`src/rtl/wb_cmd_master.sv`:
```
// rtl/wb_cmd_master.sv - single-outstanding Wishbone classic initiator with ack timeout
module wb_cmd_master #(
    parameter int AW      = 5,
    parameter int DW      = 32,
    parameter int TIMEOUT = 16
) (
    input  logic          clk_sys_i,
    input  logic          rst_n_i,
    input  logic          cmd_valid_i,
    output logic          cmd_ready_o,
    input  logic          cmd_we_i,
    input  logic [AW-1:0] cmd_adr_i,
    input  logic [DW-1:0] cmd_dat_i,
    output logic          rsp_valid_o,
    input  logic          rsp_ready_i,
    output logic [DW-1:0] rsp_dat_o,
    output logic          rsp_err_o,
    output logic [7:0]    err_cnt_o,
    output logic          wb_cyc_o,
    output logic          wb_stb_o,
    output logic          wb_we_o,
    output logic [AW-1:0] wb_adr_o,
    output logic [DW-1:0] wb_dat_o,
    input  logic [DW-1:0] wb_dat_i,
    input  logic          wb_ack_i
);

    localparam int TW = $clog2(TIMEOUT + 1);

    typedef enum logic [1:0] {IDLE, BUS, RESP} state_t;

    state_t        state, state_nx;
    logic [TW-1:0] timer, timer_nx;
    logic          cyc_q, cyc_nx;
    logic          we_nx;
    logic [AW-1:0] adr_nx;
    logic [DW-1:0] dat_nx;
    logic          rvalid_nx;
    logic [DW-1:0] rdat_nx;
    logic          rerr_nx;
    logic [7:0]    cnt_nx;

    always_ff @(posedge clk_sys_i) begin
        if (!rst_n_i) begin
            state       <= IDLE;
            timer       <= '0;
            cyc_q       <= 1'b0;
            wb_we_o     <= 1'b0;
            wb_adr_o    <= '0;
            wb_dat_o    <= '0;
            rsp_valid_o <= 1'b0;
            rsp_dat_o   <= '0;
            rsp_err_o   <= 1'b0;
            err_cnt_o   <= 8'd0;
        end else begin
            state       <= state_nx;
            timer       <= timer_nx;
            cyc_q       <= cyc_nx;
            wb_we_o     <= we_nx;
            wb_adr_o    <= adr_nx;
            wb_dat_o    <= dat_nx;
            rsp_valid_o <= rvalid_nx;
            rsp_dat_o   <= rdat_nx;
            rsp_err_o   <= rerr_nx;
            err_cnt_o   <= cnt_nx;
        end
    end

    always_comb begin
        state_nx  = state;
        timer_nx  = timer;
        cyc_nx    = cyc_q;
        we_nx     = wb_we_o;
        adr_nx    = wb_adr_o;
        dat_nx    = wb_dat_o;
        rvalid_nx = rsp_valid_o;
        rdat_nx   = rsp_dat_o;
        rerr_nx   = rsp_err_o;
        cnt_nx    = err_cnt_o;
        case (state)
            IDLE: begin
                if (cmd_valid_i) begin
                    we_nx    = cmd_we_i;
                    adr_nx   = cmd_adr_i;
                    dat_nx   = cmd_dat_i;
                    cyc_nx   = 1'b1;
                    timer_nx = '0;
                    state_nx = BUS;
                end
            end
            BUS: begin
                // ack is checked first so an ack in the last allowed cycle still succeeds
                if (wb_ack_i) begin
                    cyc_nx    = 1'b0;
                    rdat_nx   = wb_we_o ? '0 : wb_dat_i;
                    rerr_nx   = 1'b0;
                    rvalid_nx = 1'b1;
                    state_nx  = RESP;
                end else if (timer == TW'(TIMEOUT - 1)) begin
                    cyc_nx    = 1'b0;
                    rdat_nx   = '0;
                    rerr_nx   = 1'b1;
                    rvalid_nx = 1'b1;
                    if (err_cnt_o != 8'hFF) begin
                        cnt_nx = err_cnt_o + 8'd1;
                    end
                    state_nx  = RESP;
                end else begin
                    timer_nx = timer + 1'b1;
                end
            end
            RESP: begin
                if (rsp_ready_i) begin
                    rvalid_nx = 1'b0;
                    state_nx  = IDLE;
                end
            end
            default: state_nx = IDLE;
        endcase
    end

    assign cmd_ready_o = (state == IDLE);
    assign wb_cyc_o    = cyc_q;
    assign wb_stb_o    = cyc_q;

endmodule
```
`config.mk`:
```
export PLATFORM = sky130hd
export DESIGN_NAME = wb_cmd_master
export DESIGN_NICKNAME = d
export VERILOG_FILES = /design/src/rtl/wb_cmd_master.sv
export SDC_FILE = /design/constraint.sdc
export NUM_CORES = 1
export LEC_CHECK = 0
export ABC_AREA = 1
export BUFFER_PORTS_ARGS = -buffer_cell sky130_fd_sc_hd__buf_2
export CORE_UTILIZATION = 42
export CTS_CLUSTER_DIAMETER = 50
export CTS_CLUSTER_SIZE = 8
export DETAILED_ROUTE_END_ITERATION = 6
export HOLD_SLACK_MARGIN = 0.06
export PLACE_DENSITY_LB_ADDON = 0.08
export SYNTH_ARGS = -nofsm -noshare
export SYNTH_HDL_FRONTEND = slang
export SYNTH_SLANG_ARGS = --single-unit
```
`constraint.sdc`:
```
create_clock -name clk_sys_i -period 1.5 [get_ports clk_sys_i]
set_input_delay 0.225 -clock clk_sys_i [delete_from_list [all_inputs] [get_ports clk_sys_i]]
set_output_delay 0.225 -clock clk_sys_i [all_outputs]
set_load 0.02 [all_outputs]
```
## Word-level counts from Yosys, hierarchy flattened

Cells that the tools add are included.

- Register bits after elaboration: 88
- Word-level logic and storage cells: 54
- Output and inout port bits: 83
- Input port bits: 75

- Reduce and logical (&&, ||, !) cells: 11
- Bitwise operators: 1
- $add $sub $neg: 2
- Eq/ne operators: 9
- Multiplexer cells: 21

Operators by type and width:

| operator | number |
|---|---|
| two-way mux 32 bit | 3 |
| two-way mux 5 bit | 3 |
| one-hot mux 5 bit (2 select lines) | 1 |
| AND reduction 3 bit | 3 |
| adder 8 x 1 -> 8 bit (second input constant) | 1 |
| two-way mux 2 bit | 4 |
| inequality test 2 bit (second input constant) | 4 |
| inequality test 8 bit (second input constant) | 1 |
| AND reduction 4 bit | 2 |
| two-way mux 1 bit | 7 |
| one-hot mux 2 bit (3 select lines) | 1 |
| nonzero test 2 bit | 3 |
| adder 5 x 1 -> 5 bit (second input constant) | 1 |
| equality test 5 x 4 -> 1 bit (second input constant) | 1 |
| one-hot mux 1 bit (2 select lines) | 2 |
| AND reduction 2 bit | 2 |
| inequality test 3 bit (second input constant) | 1 |
| equality test 2 x 1 -> 1 bit (second input constant) | 1 |
| equality test 2 bit (second input constant) | 1 |
| logical NOT 2 bit | 1 |
| NOT 1 bit | 1 |

## Longest topological paths before layout

- Word-level depth: 4
- Depth in mapped cells: 11
- Mapped depth without buffers: 11

## Worst setup path after synthesis

No wires, ideal clock.

- Path kind: register -> register
- Start: reg timer[0]
- End: reg err_cnt_o[5]
- Cell stages (with the launch flop): 12
- Arrival time: 1.429 ns
- Required time: 1.385 ns
- Period minus slack after synthesis: 1.545 ns
- Setup slack: -0.045 ns
- Buffers on the path: 0
- Library setup time: 0.115 ns
- Cells stage by stage: dfxtp_1 > ha_1 > nand2_1 > nor2_1 > ha_1 > nand2_1 > inv_1 > nand2_1 > nor2_1 > nand3_1 > nand2_1 > nor2_1

- Longest elaborated chain between the ends: 2

Ends and longest elaborated chain:

| what | line | text |
|---|---|---|
| from (decl) | 33 | `logic [TW-1:0] timer, timer_nx;` |
| from (signal assigned) | 57 | `timer <= timer_nx;` |
| equality test 5 x 4 -> 1 bit | 99 | `end else if (timer == TW'(TIMEOUT - 1)) begin` |
| AND reduction 4 bit (no line) | n/a |  |
| to (signal assigned) | 65 | `err_cnt_o <= cnt_nx;` |
| to (decl) | 18 | `output logic [7:0] err_cnt_o,` |

No other way between the ends.
A chain may end at the register's enable or synchronous reset.

## Worst setup path in the final report

- Start: reg timer[1]
- End: reg rsp_dat_o[11]

- Longest elaborated chain between the ends: 3

Ends and longest elaborated chain:

| what | line | text |
|---|---|---|
| equality test 5 x 4 -> 1 bit | 99 |  |
| nonzero test 2 bit (no line) | n/a |  |
| AND reduction 2 bit (no line) | n/a |  |
| to (signal assigned) | 63 | `rsp_dat_o <= rdat_nx;` |
| to (decl) | 16 | `output logic [DW-1:0] rsp_dat_o,` |

No other way between the ends.

==> out/metrics.csv <==
stage;metric;value;unit
yosys;syn nets;519;
placed_design;Detail Placement HPWL;5630;um
cells_and_area;final core occ;62.5;%
worst_setup_path;Crit Path Class;register to register;
sta;final hold slack;0.117;ns
floorplan;full die area;8480;um2
cells_and_area;Finished Cell Area;4880;um2
cts;Num CTS Buffers;9;
routing;Initial DRC Count;90;
yosys;Cell Area, Synth;3410;um2
sta;Final WS setup;-0.0393;ns
worst_setup_path;CP required;1.77;ns
global_route;GRT Total Usage;19.7;%
floorplan;Starting Density;43.7;%
yosys;number of library cell types mapped by synthesis;26;
cts;CTS tree;built;
cells_and_area;non-filler cells, final;710;
global_route;vias in the first global route;3112;
global_route;gr ovfl total;0;
worst_setup_path;Startpoint Class;register;
sta;# setup viols final;2;
sta;final hold viol count;0;
yosys;Seq/Total Area, Yosys;51.7;%
placed_design;Placer Congestion;0.800;
cts;clk buf depth;2;
sta;Clock Skew;0.00716;ns
worst_setup_path;R2R setup slack;-0.04;ns
cts;CTS Sinks;88;
sta;final slew viol count;0;
placed_design;DP Area;4340;um2
worst_setup_path;CP Capture Type;register;
cells_and_area;area grow syn2layout;43.0;%
worst_hold_path;Hold/Removal Path Class;primary input to register;
sta;Rel. slew slack;65.5;%
yosys;synthesized area per cell;7.73;um2
cts;clk_lat worst skew;0.34;ns
sta;worst slew pin tran;0.517;ns
yosys;Syn Inst Count;441;
routing;via count;3372;
floorplan;IO Pins;158;
floorplan;row cnt;32;
pwr;PD cells;1080;nW/um2
worst_setup_path;Arr. time, crit path;1.81;ns
cells_and_area;antenna cells;0;
global_route;M3 GR Usage;3.65;%
pwr;Pleak;2.29;nW
routing;wire per inst;12.1;um
global_route;initial antenna violation count;0;
cts;CTS H-tree lvls;3;
cts;clk slew on worst S/H paths;0.08;ns
global_route;Top Usage Layer GRT;met2;
sta;Tcrit/Tclk final;103;%
yosys;Ys Warns;0;
floorplan;core area;7810;um2
global_route;M2 GR Usage;35.4;%
global_route;largest net degree at the start of global routing;40;
floorplan;Chip Width;92.1;um
sta;RSZ-0062 raised after global routing;true;
routing;DR vias/cell;4.75;
cells_and_area;Layout Nets;683;
worst_setup_path;critical-path maximum fanout;6;
run_status;status;finished with violations;
global_route;first-pass GRT wire length;13600;um
placed_design;number of port buffers;157;
routing;Final ANT Viol Nets;0;
cts;Root Buffer;clkbuf_8;
run_status;failing checks;negative setup slack;
cells_and_area;layout cells sized above 1;41.3;%
pwr;maximum VDD drop;0.682;mV
sta;fmax;650;MHz
flow_run;max_cap viols;0;
placed_design;dpl cells;689;
routing;first-pass detailed-route iteration total;4;
floorplan;Die Y-Extent;92.1;um
pwr;Overall Power;5.27;mW
cells_and_area;Filler cells;752;
routing;DRC Markers;0;
routing;final WL;8600;um
global_route;Global Route met1 Usage;22.7;%
sta;Period minus WS final;1.54;ns
yosys;Seq cells post-synth;88;
## layer usage
metal	wire (um)	share of wire [%]	vias to the layer above
met5	0	0	-
met4	174	2.0	0
met3	376	4.4	16
met2	4190	49	97
met1	3860	45	1528
li1	-	-	1731
## flip-flops by register name, summed over array words and instances (netlist names)
register and cells:
err_cnt_o 8, wb_we_o 1, rsp_valid_o 1, state 2, timer 5, wb_adr_o 5, rsp_err_o 1, wb_dat_o 32
wb_cyc_o 1, rsp_dat_o 32
## power by group
| part | internal [mW] | leakage (nW) | total [mW] | switching (mW) |
|---|---|---|---|---|
| registers | 2.47 | 0.721 | 2.54 | 0.0726 |
| clock network | 1.09 | 0.112 | 1.86 | 0.770 |
| logic | 0.351 | 1.45 | 0.872 | 0.521 |
## cells in the final DEF, fill, tap and decap left out, types with 7 or more instances in the layout
cell type and instances:
nand2_1 73, nand3_1 13, nand2_2 15, buf_2 157, inv_1 16, o21ai_0 40
buf_4 11, dfxtp_1 86, buf_12 7, a21oi_2 16, nor2_1 92, a21oi_1 27
clkbuf_8 9
## area by class of cell
cell class | instances | area (um2) | share of cell area (%)
Multi-Input combinational cell | 307 | 1590 | 32.6
Sequential cell | 88 | 1760 | 36.2
Clock buffer | 10 | 128 | 2.62
Inverter | 20 | 77.6 | 1.59
Tap cell | 102 | 128 | 2.62
Clock inverter | 4 | 95.1 | 1.95
Timing Repair Buffer | 179 | 1090 | 22.4
## worst paths after layout
kind / end / startpoint / cells after the start
setup / recovery: rsp_dat_o[11]$_SDFFE_PN0P_ / timer[1]$_SDFFE_PN0P_ / 9
hold / removal: rsp_dat_o[10]$_SDFFE_PN0P_ / wb_dat_i[10] / 3
setup reg to reg: rsp_dat_o[11]$_SDFFE_PN0P_ / timer[1]$_SDFFE_PN0P_ / 9
hold reg to reg: rsp_dat_o[6]$_SDFFE_PN0P_ / rsp_dat_o[6]$_SDFFE_PN0P_ / 2
## worst max-delay path, cell delays in order (launching register included)
cell and delay (ns):
dfxtp_2 0.34, ha_4 0.17, nand2_4 0.06, nor2_4 0.04, ha_4 0.18, o21ai_4 0.16, buf_12 0.15, clkbuf_16 0.15
nand2_1 0.05, a21oi_1 0.15
## cells in the mapped netlist (all sizes together)
library cell	instances	area share [%]
o211a	1	0.29
xor2	1	0.26
a21oi	44	6.8
nand2	94	11
nand3	16	2.9
o21ai	46	7.1
nor3b	1	0.37
clkbuf	12	1.4
ha	3	1.1
nor3	1	0.15
inv	20	2.2
nor2	99	11
dfxtp	88	52
buf	14	3.8
nand4	1	0.18
## through the flow
stage                     TNS, ns  setup slack [ns]
final                     -0.0405           -0.0393
after global routing        -1.10           -0.0655
after CTS                 -0.0658           -0.0221
after detailed placement   -0.337           -0.0778
after global placement    -0.0302           -0.0203
after floorplan                 0            0.0101
## cell families after synthesis
kind of cell | count (synthesis) | share of synthesized area [%]
simple gates | 212 | 25.5
compound gates | 91 | 14.2
flops | 88 | 51.7
buf+inv | 46 | 7.34
fa+ha+maj | 3 | 1.10
xor+xnor | 1 | 0.257
## timing repair
| action | 4_1_cts | 5_1_grt |
|---|---|---|
| hold buffers | 0 | 0 |
| setup buffers | 2 | 1 |
| setup endpoints to repair | 34 | 43 |
| resized for setup | 14 | 45 |
| pin swaps | 6 | 34 |
| gates cloned | 0 | 4 |
No activity file was read; power rests on OpenSTA's default activity.
